==> src/rtl/conv_accum.sv <==
// -----------------------------------------------------------------------------
// conv_accum -- multiply-accumulate engine for one convolution window
//
// Accumulates TAPS signed pixel*weight products (for example a 3x3 kernel) and
// presents the sum on a valid/ready output. The kernel weights are written one
// per w_load strobe through an auto-incrementing pointer, but only while the
// block is idle.
//
// Parameters
//   TAPS       number of kernel taps accumulated per output (default 9)
//
// Ports
//   clk        clock, all state changes on the rising edge
//   rst        asynchronous active-high reset
//   w_load     weight write strobe (honoured only in IDLE)
//   w_data     signed 32-bit weight written at the weight pointer
//   in_valid   input pixel valid
//   in_ready   block accepts a pixel this cycle (low while a result is held)
//   in_pixel   signed 32-bit feature-map pixel
//   out_valid  out_data holds a completed convolution result
//   out_ready  downstream accepts the result
//   out_data   signed 32-bit accumulated result, held between windows
//   busy       high while a window is being accumulated or its result held
//
// Build option
//   CONV_ACCUM_SAT_EN  when defined, every accumulation step is computed at
//                      full width and clamped to [-2^31, 2^31-1]. When not
//                      defined the sum wraps in two's complement.
// -----------------------------------------------------------------------------
module conv_accum #(
    parameter int TAPS = 9
) (
    input  logic        clk,
    input  logic        rst,
    input  logic        w_load,
    input  logic [31:0] w_data,
    input  logic        in_valid,
    output logic        in_ready,
    input  logic [31:0] in_pixel,
    output logic        out_valid,
    input  logic        out_ready,
    output logic [31:0] out_data,
    output logic        busy
);

    // Tap counter / weight pointer width; kept at least one bit so TAPS=1
    // still elaborates.
    localparam int CW = (TAPS > 1) ? $clog2(TAPS) : 1;
    localparam logic [CW-1:0] LAST_TAP = CW'(TAPS - 1);

    typedef enum logic [1:0] {
        IDLE = 2'd0,
        ACC  = 2'd1,
        HOLD = 2'd2
    } state_t;

    state_t         state_reg, state_next;
    logic [31:0]    acc_reg, acc_next;
    logic [31:0]    out_data_reg, out_data_next;
    logic [CW-1:0]  tap_cnt_reg, tap_cnt_next;
    logic [CW-1:0]  w_ptr_reg, w_ptr_next;
    logic [31:0]    weight_reg [TAPS];

    logic           transfer;
    logic           weight_we;
    logic [TAPS-1:0] weight_hit;
    logic [CW-1:0]  tap_sel;
    logic [31:0]    sel_weight;
    logic [31:0]    acc_base;
    logic [31:0]    step_sum;

    // -------------------------------------------------------------------------
    // Handshakes and weight-write qualification
    // -------------------------------------------------------------------------
    assign transfer  = in_valid && in_ready;
    // Weight writes are only honoured in IDLE; a strobe during ACC/HOLD is
    // dropped entirely, so neither the weights nor the pointer move.
    assign weight_we = w_load && (state_reg == IDLE);

    // One-hot decode of the weight pointer into per-register write enables.
    genvar gi;
    generate
        for (gi = 0; gi < TAPS; gi++) begin : g_weight_hit
            assign weight_hit[gi] = weight_we && (w_ptr_reg == CW'(gi));
        end
    endgenerate

    always_ff @(posedge clk or posedge rst) begin
        if (rst) begin
            for (int i = 0; i < TAPS; i++) begin
                weight_reg[i] <= '0;
            end
        end else begin
            for (int i = 0; i < TAPS; i++) begin
                if (weight_hit[i]) begin
                    weight_reg[i] <= w_data;
                end
            end
        end
    end

    // -------------------------------------------------------------------------
    // Datapath: one accumulation step
    // -------------------------------------------------------------------------
    // The first pixel of a window always pairs with weight[0] and starts from
    // a zero base, so a stale tap_cnt/acc in IDLE never leaks into a window.
    assign tap_sel    = (state_reg == IDLE) ? '0 : tap_cnt_reg;
    assign sel_weight = weight_reg[tap_sel];
    assign acc_base   = (state_reg == IDLE) ? '0 : acc_reg;

`ifdef CONV_ACCUM_SAT_EN
    localparam logic signed [64:0] SAT_MAX = 65'sd2147483647;
    localparam logic signed [64:0] SAT_MIN = -65'sd2147483648;

    logic signed [63:0] product;
    logic signed [64:0] full_sum;

    // Full 64-bit product plus sign-extended accumulator: 65 bits cannot
    // overflow, so the clamp decision is exact.
    assign product  = 64'($signed(in_pixel)) * 64'($signed(sel_weight));
    assign full_sum = {{33{acc_base[31]}}, acc_base} + {product[63], product};

    always_comb begin
        step_sum = full_sum[31:0];
        if (full_sum > SAT_MAX) begin
            step_sum = 32'h7FFF_FFFF;
        end else if (full_sum < SAT_MIN) begin
            step_sum = 32'h8000_0000;
        end
    end
`else
    // With wrap-around arithmetic only the low half of the 64-bit product can
    // affect the 32-bit sum, and that half is the same for signed and unsigned
    // operands, so a 32-bit multiply is exact here.
    assign step_sum = acc_base + (in_pixel * sel_weight);
`endif

    // -------------------------------------------------------------------------
    // State register
    // -------------------------------------------------------------------------
    always_ff @(posedge clk or posedge rst) begin
        if (rst) begin
            state_reg    <= IDLE;
            acc_reg      <= '0;
            out_data_reg <= '0;
            tap_cnt_reg  <= '0;
            w_ptr_reg    <= '0;
        end else begin
            state_reg    <= state_next;
            acc_reg      <= acc_next;
            out_data_reg <= out_data_next;
            tap_cnt_reg  <= tap_cnt_next;
            w_ptr_reg    <= w_ptr_next;
        end
    end

    // -------------------------------------------------------------------------
    // Next-state logic
    // -------------------------------------------------------------------------
    always_comb begin
        state_next    = state_reg;
        acc_next      = acc_reg;
        out_data_next = out_data_reg;
        tap_cnt_next  = tap_cnt_reg;
        w_ptr_next    = w_ptr_reg;

        if (weight_we) begin
            w_ptr_next = (w_ptr_reg == LAST_TAP) ? '0 : w_ptr_reg + CW'(1);
        end

        case (state_reg)
            IDLE: begin
                if (transfer) begin
                    acc_next = step_sum;
                    if (TAPS == 1) begin
                        // Single-tap kernel: the first pixel completes the window.
                        out_data_next = step_sum;
                        tap_cnt_next  = '0;
                        state_next    = HOLD;
                    end else begin
                        tap_cnt_next = CW'(1);
                        state_next   = ACC;
                    end
                end
            end

            ACC: begin
                // Without a transfer (a bubble) acc and tap_cnt simply hold.
                if (transfer) begin
                    acc_next = step_sum;
                    if (tap_cnt_reg == LAST_TAP) begin
                        out_data_next = step_sum;
                        tap_cnt_next  = '0;
                        state_next    = HOLD;
                    end else begin
                        tap_cnt_next = tap_cnt_reg + CW'(1);
                    end
                end
            end

            HOLD: begin
                if (out_ready) begin
                    state_next = IDLE;
                end
            end

            default: begin
                state_next = IDLE;
            end
        endcase
    end

    // -------------------------------------------------------------------------
    // Outputs
    // -------------------------------------------------------------------------
    assign in_ready  = (state_reg != HOLD);
    assign out_valid = (state_reg == HOLD);
    assign busy      = (state_reg != IDLE);
    assign out_data  = out_data_reg;

endmodule

==> config.mk <==
export PLATFORM = sky130hd
export DESIGN_NAME = conv_accum
export DESIGN_NICKNAME = d
export VERILOG_FILES = /design/src/rtl/conv_accum.sv
export SDC_FILE = /design/constraint.sdc
export NUM_CORES = 2
export LEC_CHECK = 0
export BUFFER_PORTS_ARGS = -buffer_cell sky130_fd_sc_hd__buf_2
export CAP_MARGIN = 10
export CORE_ASPECT_RATIO = 2
export CORE_MARGIN = 5
export CORE_UTILIZATION = 55
export CTS_BUF_LIST = sky130_fd_sc_hd__clkbuf_4 sky130_fd_sc_hd__clkbuf_8
export CTS_CLUSTER_DIAMETER = 120
export DETAILED_ROUTE_END_ITERATION = 8
export PLACE_DENSITY = 0.72
export SYNTH_ARGS = -nofsm -noshare
export SYNTH_HDL_FRONTEND = slang
export SYNTH_SLANG_ARGS = --single-unit
==> constraint.sdc <==
create_clock -name clk -period 31.8 [get_ports clk]
set_clock_uncertainty 0.1 [all_clocks]
set_input_delay 6.36 -clock clk [delete_from_list [all_inputs] [get_ports clk]]
set_output_delay 6.36 -clock clk [all_outputs]
set_load 0.1 [all_outputs]
Yosys cells after proc, flatten, opt, wreduce, memory -nomap -nowiden
Cells that the tools add are included.
{"block": "op_classes", "add_sub_neg": 3, "n_mul": 1, "order_cmp": 1, "eq_ne": 16, "mux": 15, "n_bitwise": 1, "reduce_logical": 20}
{"op": "32-bit binary-select mux with 4-bit select", "count": 1}
{"op": "32-bit two-way mux", "count": 3}
{"op": "32-bit adder", "count": 1}
{"op": "32-bit by 32-bit multiplier with 32-bit output", "count": 1}
{"op": "4-bit two-way mux", "count": 5}
{"op": "4-bit by 3-bit == test with 1-bit output (second input constant)", "count": 4}
{"op": "1-bit logical AND", "count": 11}
{"op": "4-bit by 1-bit adder with 4-bit output (second input constant)", "count": 2}
{"op": "4-bit by 2-bit == test with 1-bit output (second input constant)", "count": 2}
{"op": "4-bit == test (second input constant)", "count": 2}
{"op": "2-bit two-way mux", "count": 4}
{"op": "2-bit != test (second input constant)", "count": 4}
{"op": "4-bit one-hot mux with 2 select lines", "count": 1}
{"op": "2-bit one-hot mux with 3 select lines", "count": 1}
{"op": "3-bit AND reduction", "count": 2}
{"op": "5-bit >= comparator (second input constant)", "count": 1}
{"op": "4-bit inverter with 5-bit output", "count": 1}
{"op": "4-bit by 1-bit == test with 1-bit output (second input constant)", "count": 1}
{"op": "4-bit zero test", "count": 1}
{"op": "4-bit AND reduction", "count": 1}
{"op": "2-bit nonzero test", "count": 2}
{"op": "2-bit by 1-bit == test with 1-bit output (second input constant)", "count": 1}
{"op": "2-bit == test (second input constant)", "count": 1}
{"op": "2-bit zero test", "count": 1}
{"op": "3 further kinds", "count": 3}
{"block": "word_totals", "reg_bits": 362, "in_bits": 69, "output_inout_bits": 35, "word_cells": 71}

Logic depth before layout (Yosys ltp)
{"block": "logic_depth", "ltp_word": 8, "ltp_mapped": 41, "mapped_depth_nobuf": 34}

Least setup slack after synthesis
No wires, ideal clock.
{"block": "synth_path", "path_type": "input to register", "startpoint": "input in_pixel[13]", "endpoint": "register out_data_reg[31] (netlist: out_data[31])", "setup_ns": 0.077, "t_arrival_ns": 13.310, "required_ns": 31.623, "path_slack_ns": 18.313, "stages": 26, "path_buffers": 2, "cell_sequence": "buf_1 > clkbuf_1 > nand2_1 > fa_1 > inv_1 > fa_1 > inv_1 > fa_1 > inv_1 > fa_1 > inv_1 > fa_1 > fa_1 > fa_1 > fa_1 > xor2_1 > xnor2_1 > xnor2_1 > xnor3_1 > xnor2_1 > xnor3_1 > xnor3_1 > xnor3_1 > xnor3_1 > xnor3_1 > o21ai_1"}
{"block": "synth_via", "elab_chain_cells": 2}
{"element": "start, declared", "line_no": "39", "text": "input logic [31:0] in_pixel,"}
{"element": "32-bit by 32-bit multiplier with 32-bit output", "line_no": "135", "text": "assign step_sum = acc_base + (in_pixel * sel_weight);"}
{"element": "32-bit adder", "line_no": "135"}
{"element": "end signal, assigned", "line_no": "151", "text": "out_data_reg <= out_data_next;"}
{"element": "end, declared", "line_no": "59", "text": "logic [31:0] out_data_reg, out_data_next;"}
Every way passes these cells.
A chain may end at the register's enable or synchronous reset.

Worst setup path in the final report
{"block": "layout_path", "startpoint": "input in_pixel[6]", "endpoint": "register out_data_reg[31] (netlist: out_data[31])"}
Same word-level chain as after synthesis.

==> flow_metrics.env <==
export IMPL_status="finished clean"
export IMPL_drtIter0Drc=1556
export IMPL_rsz0062_at_grt="false"
export IMPL_wl_um=95500
export IMPL_cts_hold_buf=0
export IMPL_dr_pass1_iters=5
export IMPL_netlist_area_um2=33100
export IMPL_ys_seq_area_share_pct=27.4
export IMPL_yosysTopAreaCell="dfrtp_1"
export IMPL_slowest_delay_ns=0.55
export IMPL_start_util_pct=55.4
export IMPL_post_cts_setup_buffer_count=0
export IMPL_whs_ns=0.372
export IMPL_cp_startpoint="in_pixel[6]"
export IMPL_grt_max_degree=176
export IMPL_numCtsBuffers=53
export IMPL_hp_class="reg -> reg"
export IMPL_drv_slew=0
export IMPL_regArea_um2=9060
export IMPL_portBuffers=103
export IMPL_syn_num_nets=3830
export IMPL_n_fill_cell=5215
export IMPL_ctsLongestPathBuffers=3
export IMPL_clock_latency_ns=0.65
export IMPL_yosys_area_top_type_share_pct=27.4
export IMPL_grt_usage_pct=29.8
export IMPL_layout_nets=3863
export IMPL_fin_crit_ns=13.24
export IMPL_cp_end_kind="register"
export IMPL_root_buffer="clkbuf_8"
export IMPL_die_w_um=183
export IMPL_r2r_start="tap_cnt_reg[0]"
export IMPL_ys_ff_latch=362
export IMPL_path_clk_slew_ns=0.07
export IMPL_dpl_hpwl_um=70600
export IMPL_syn_inst=3193
export IMPL_synth_cell_types=70
export IMPL_syn_area_per_cell_um2=10.4
export IMPL_cts_resized_gates=0
export IMPL_crit_path_top_delay_cell="fa_1"
export IMPL_rows=127
export IMPL_finalHoldViolCount=0
export IMPL_setup_viol=0
export IMPL_synthFlopType="dfrtp_1"
export IMPL_crit_required_ns=32.29
export IMPL_synth_enable_flop_cells=0
export IMPL_async_reset_ff_share_pct=100
export IMPL_io_pins=104
export IMPL_viasPerCell=5.85
export IMPL_cts_max_level=2
export IMPL_vias=23700
export IMPL_cp_common_cell="fa_1"
export IMPL_synth_area_leaders="dfrtp_1, fa_1, mux2_2"
export IMPL_drive_above_1_share_pct=17.7
export IMPL_hold_start="acc_reg[6]"
export IMPL_antenna_left=0
export IMPL_globalplace_congestion=0.999
export IMPL_crit_fanout=26
export IMPL_multi_input_area_um2=21400
export IMPL_start_kind="input port"
export IMPL_areaGrowthSynthToFinish_pct=6.99
export IMPL_grt_pass1_vias=26400
export IMPL_largest_reg_flops=288
export IMPL_finalCritPeriodShare_pct=41.6
export IMPL_die_h_um=357
export IMPL_worst_pin_slew_ns=1.14
export IMPL_critPathKind="in -> reg"
export IMPL_cts_sinks=362
export IMPL_crit_arrival_ns=13.73
export IMPL_overflow=0
export IMPL_cap_violations=0
export IMPL_grt_pass1_wl_um=149000
export IMPL_antenna_found_initial=14
export IMPL_fmax_mhz=75.5
export IMPL_tns_ns=0
export IMPL_cts_tree="built"
export IMPL_routedWlPerCell_um=23.6
export IMPL_die_area_um2=65400
export IMPL_core_area_um2=59700
export IMPL_drcViolationCount=0
export IMPL_synth_warnings=0
export IMPL_slew_headroom_pct=23.9
per-layer routing:
layer	track usage, %	part of all wire (%)	vias up
li1	-	-	10100
met1	30.6	32	12100
met2	52.6	52	976
met3	4.74	5.6	453
met4	24.2	10	12
met5	0	0.086	-
cell usage in the layout, fill, tap and decap left out, drive strengths merged, types with 9 or more instances in the layout:
master | synthesis | layout
buf | 69 | 151
a21oi | 39 | 39
nand3 | 33 | 33
o21ai | 95 | 95
mux2 | 304 | 304
a31oi | 22 | 22
xor2 | 17 | 17
xnor2 | 56 | 56
nand2b | 46 | 46
dfrtp | 362 | 362
a211oi | 17 | 17
clkbuf | 104 | 82
nor3 | 14 | 14
nor2 | 32 | 32
o21a | 9 | 9
nand2 | 385 | 385
fa | 438 | 438
mux2i | 16 | 16
xnor3 | 9 | 9
a21o | 18 | 18
nor2b | 104 | 104
ha | 130 | 130
a221oi | 15 | 15
and2 | 258 | 258
a32o | 9 | 9
inv | 499 | 503
metrics by stage:
step / cells / area, um^2 / util, % / worst slack, ns
2_1_floorplan: 3193 / 33100 / - / 15.29
3_3_place_gp: 3945 / 34200 / 57.3 / 17.98
3_5_place_dp: 3945 / 34200 / 57.3 / 17.90
4_1_cts: 4039 / 35400 / 59.2 / 18.61
5_1_grt: 4041 / 35400 / 59.2 / 18.19
6_report: 4047 / 35400 / 59.2 / 18.56
final cells by class:
cell class | count | share of cell area, %
Inverter | 500 | 5.32
Multi-Input combinational cell | 2158 | 60.5
Antenna cell | 8 | 0.0566
Clock inverter | 12 | 0.325
Tap cell | 774 | 2.74
Timing Repair Buffer | 151 | 2.51
Clock buffer | 82 | 2.92
Sequential cell | 362 | 25.6
path summary, 6_finish.rpt:
| check | depth (start not counted) | slack (ns) | endpoint |
|---|---|---|---|
| worst min register to register | 2 | 0.37 | acc_reg[6] |
| min in group asynchronous | 2 | 5.75 | weight_reg[104] |
| max in group asynchronous | 3 | 24.31 | tap_cnt_reg[0] |
| worst max register to register | 29 | 21.18 | out_data[31] |
| worst min-delay path | 2 | 0.37 | acc_reg[6] |
| worst max-delay path | 25 | 18.56 | out_data[31] |
cell usage after synthesis (9+ instances only):
cell	n
xor2_1	17
inv_1	498
nor3_1	13
nand3_1	33
a221oi_1	12
fa_1	438
buf_4	11
mux2_2	304
clkbuf_1	104
a21o_1	18
a31oi_1	22
nor2_1	30
o21ai_0	73
dfrtp_1	362
xnor2_1	56
nand2b_1	46
a211oi_1	17
buf_2	19
buf_1	33
and2_1	257
a32o_1	9
mux2i_1	16
o21ai_1	19
a21oi_1	38
nand2_1	385
ha_1	130
xnor3_1	9
nor2b_1	104
logic make-up after synthesis:
logic type | count (synthesis) | share of synthesized area [%]
AO/OA/AOI/OAI | 291 | 5.98
XOR/XNOR | 82 | 2.55
adder cells (fa/ha/maj) | 568 | 31.4
buffers and inverters | 673 | 7.97
flip-flops | 362 | 27.4
multiplexers | 323 | 11.0
AND/OR/NAND/NOR | 894 | 13.7
worst max-delay path, delay by kind of cell:
kind	cells	cell delay, ns
buf+inv	5	0.70
simple gates	1	0.17
xor+xnor	10	2.45
fa+ha+maj	8	3.92
compound gates	1	0.13
Power is left out: the tool's default activity adds up to more than one toggle a clock period on the data nets, which glitch-free logic cannot reach.
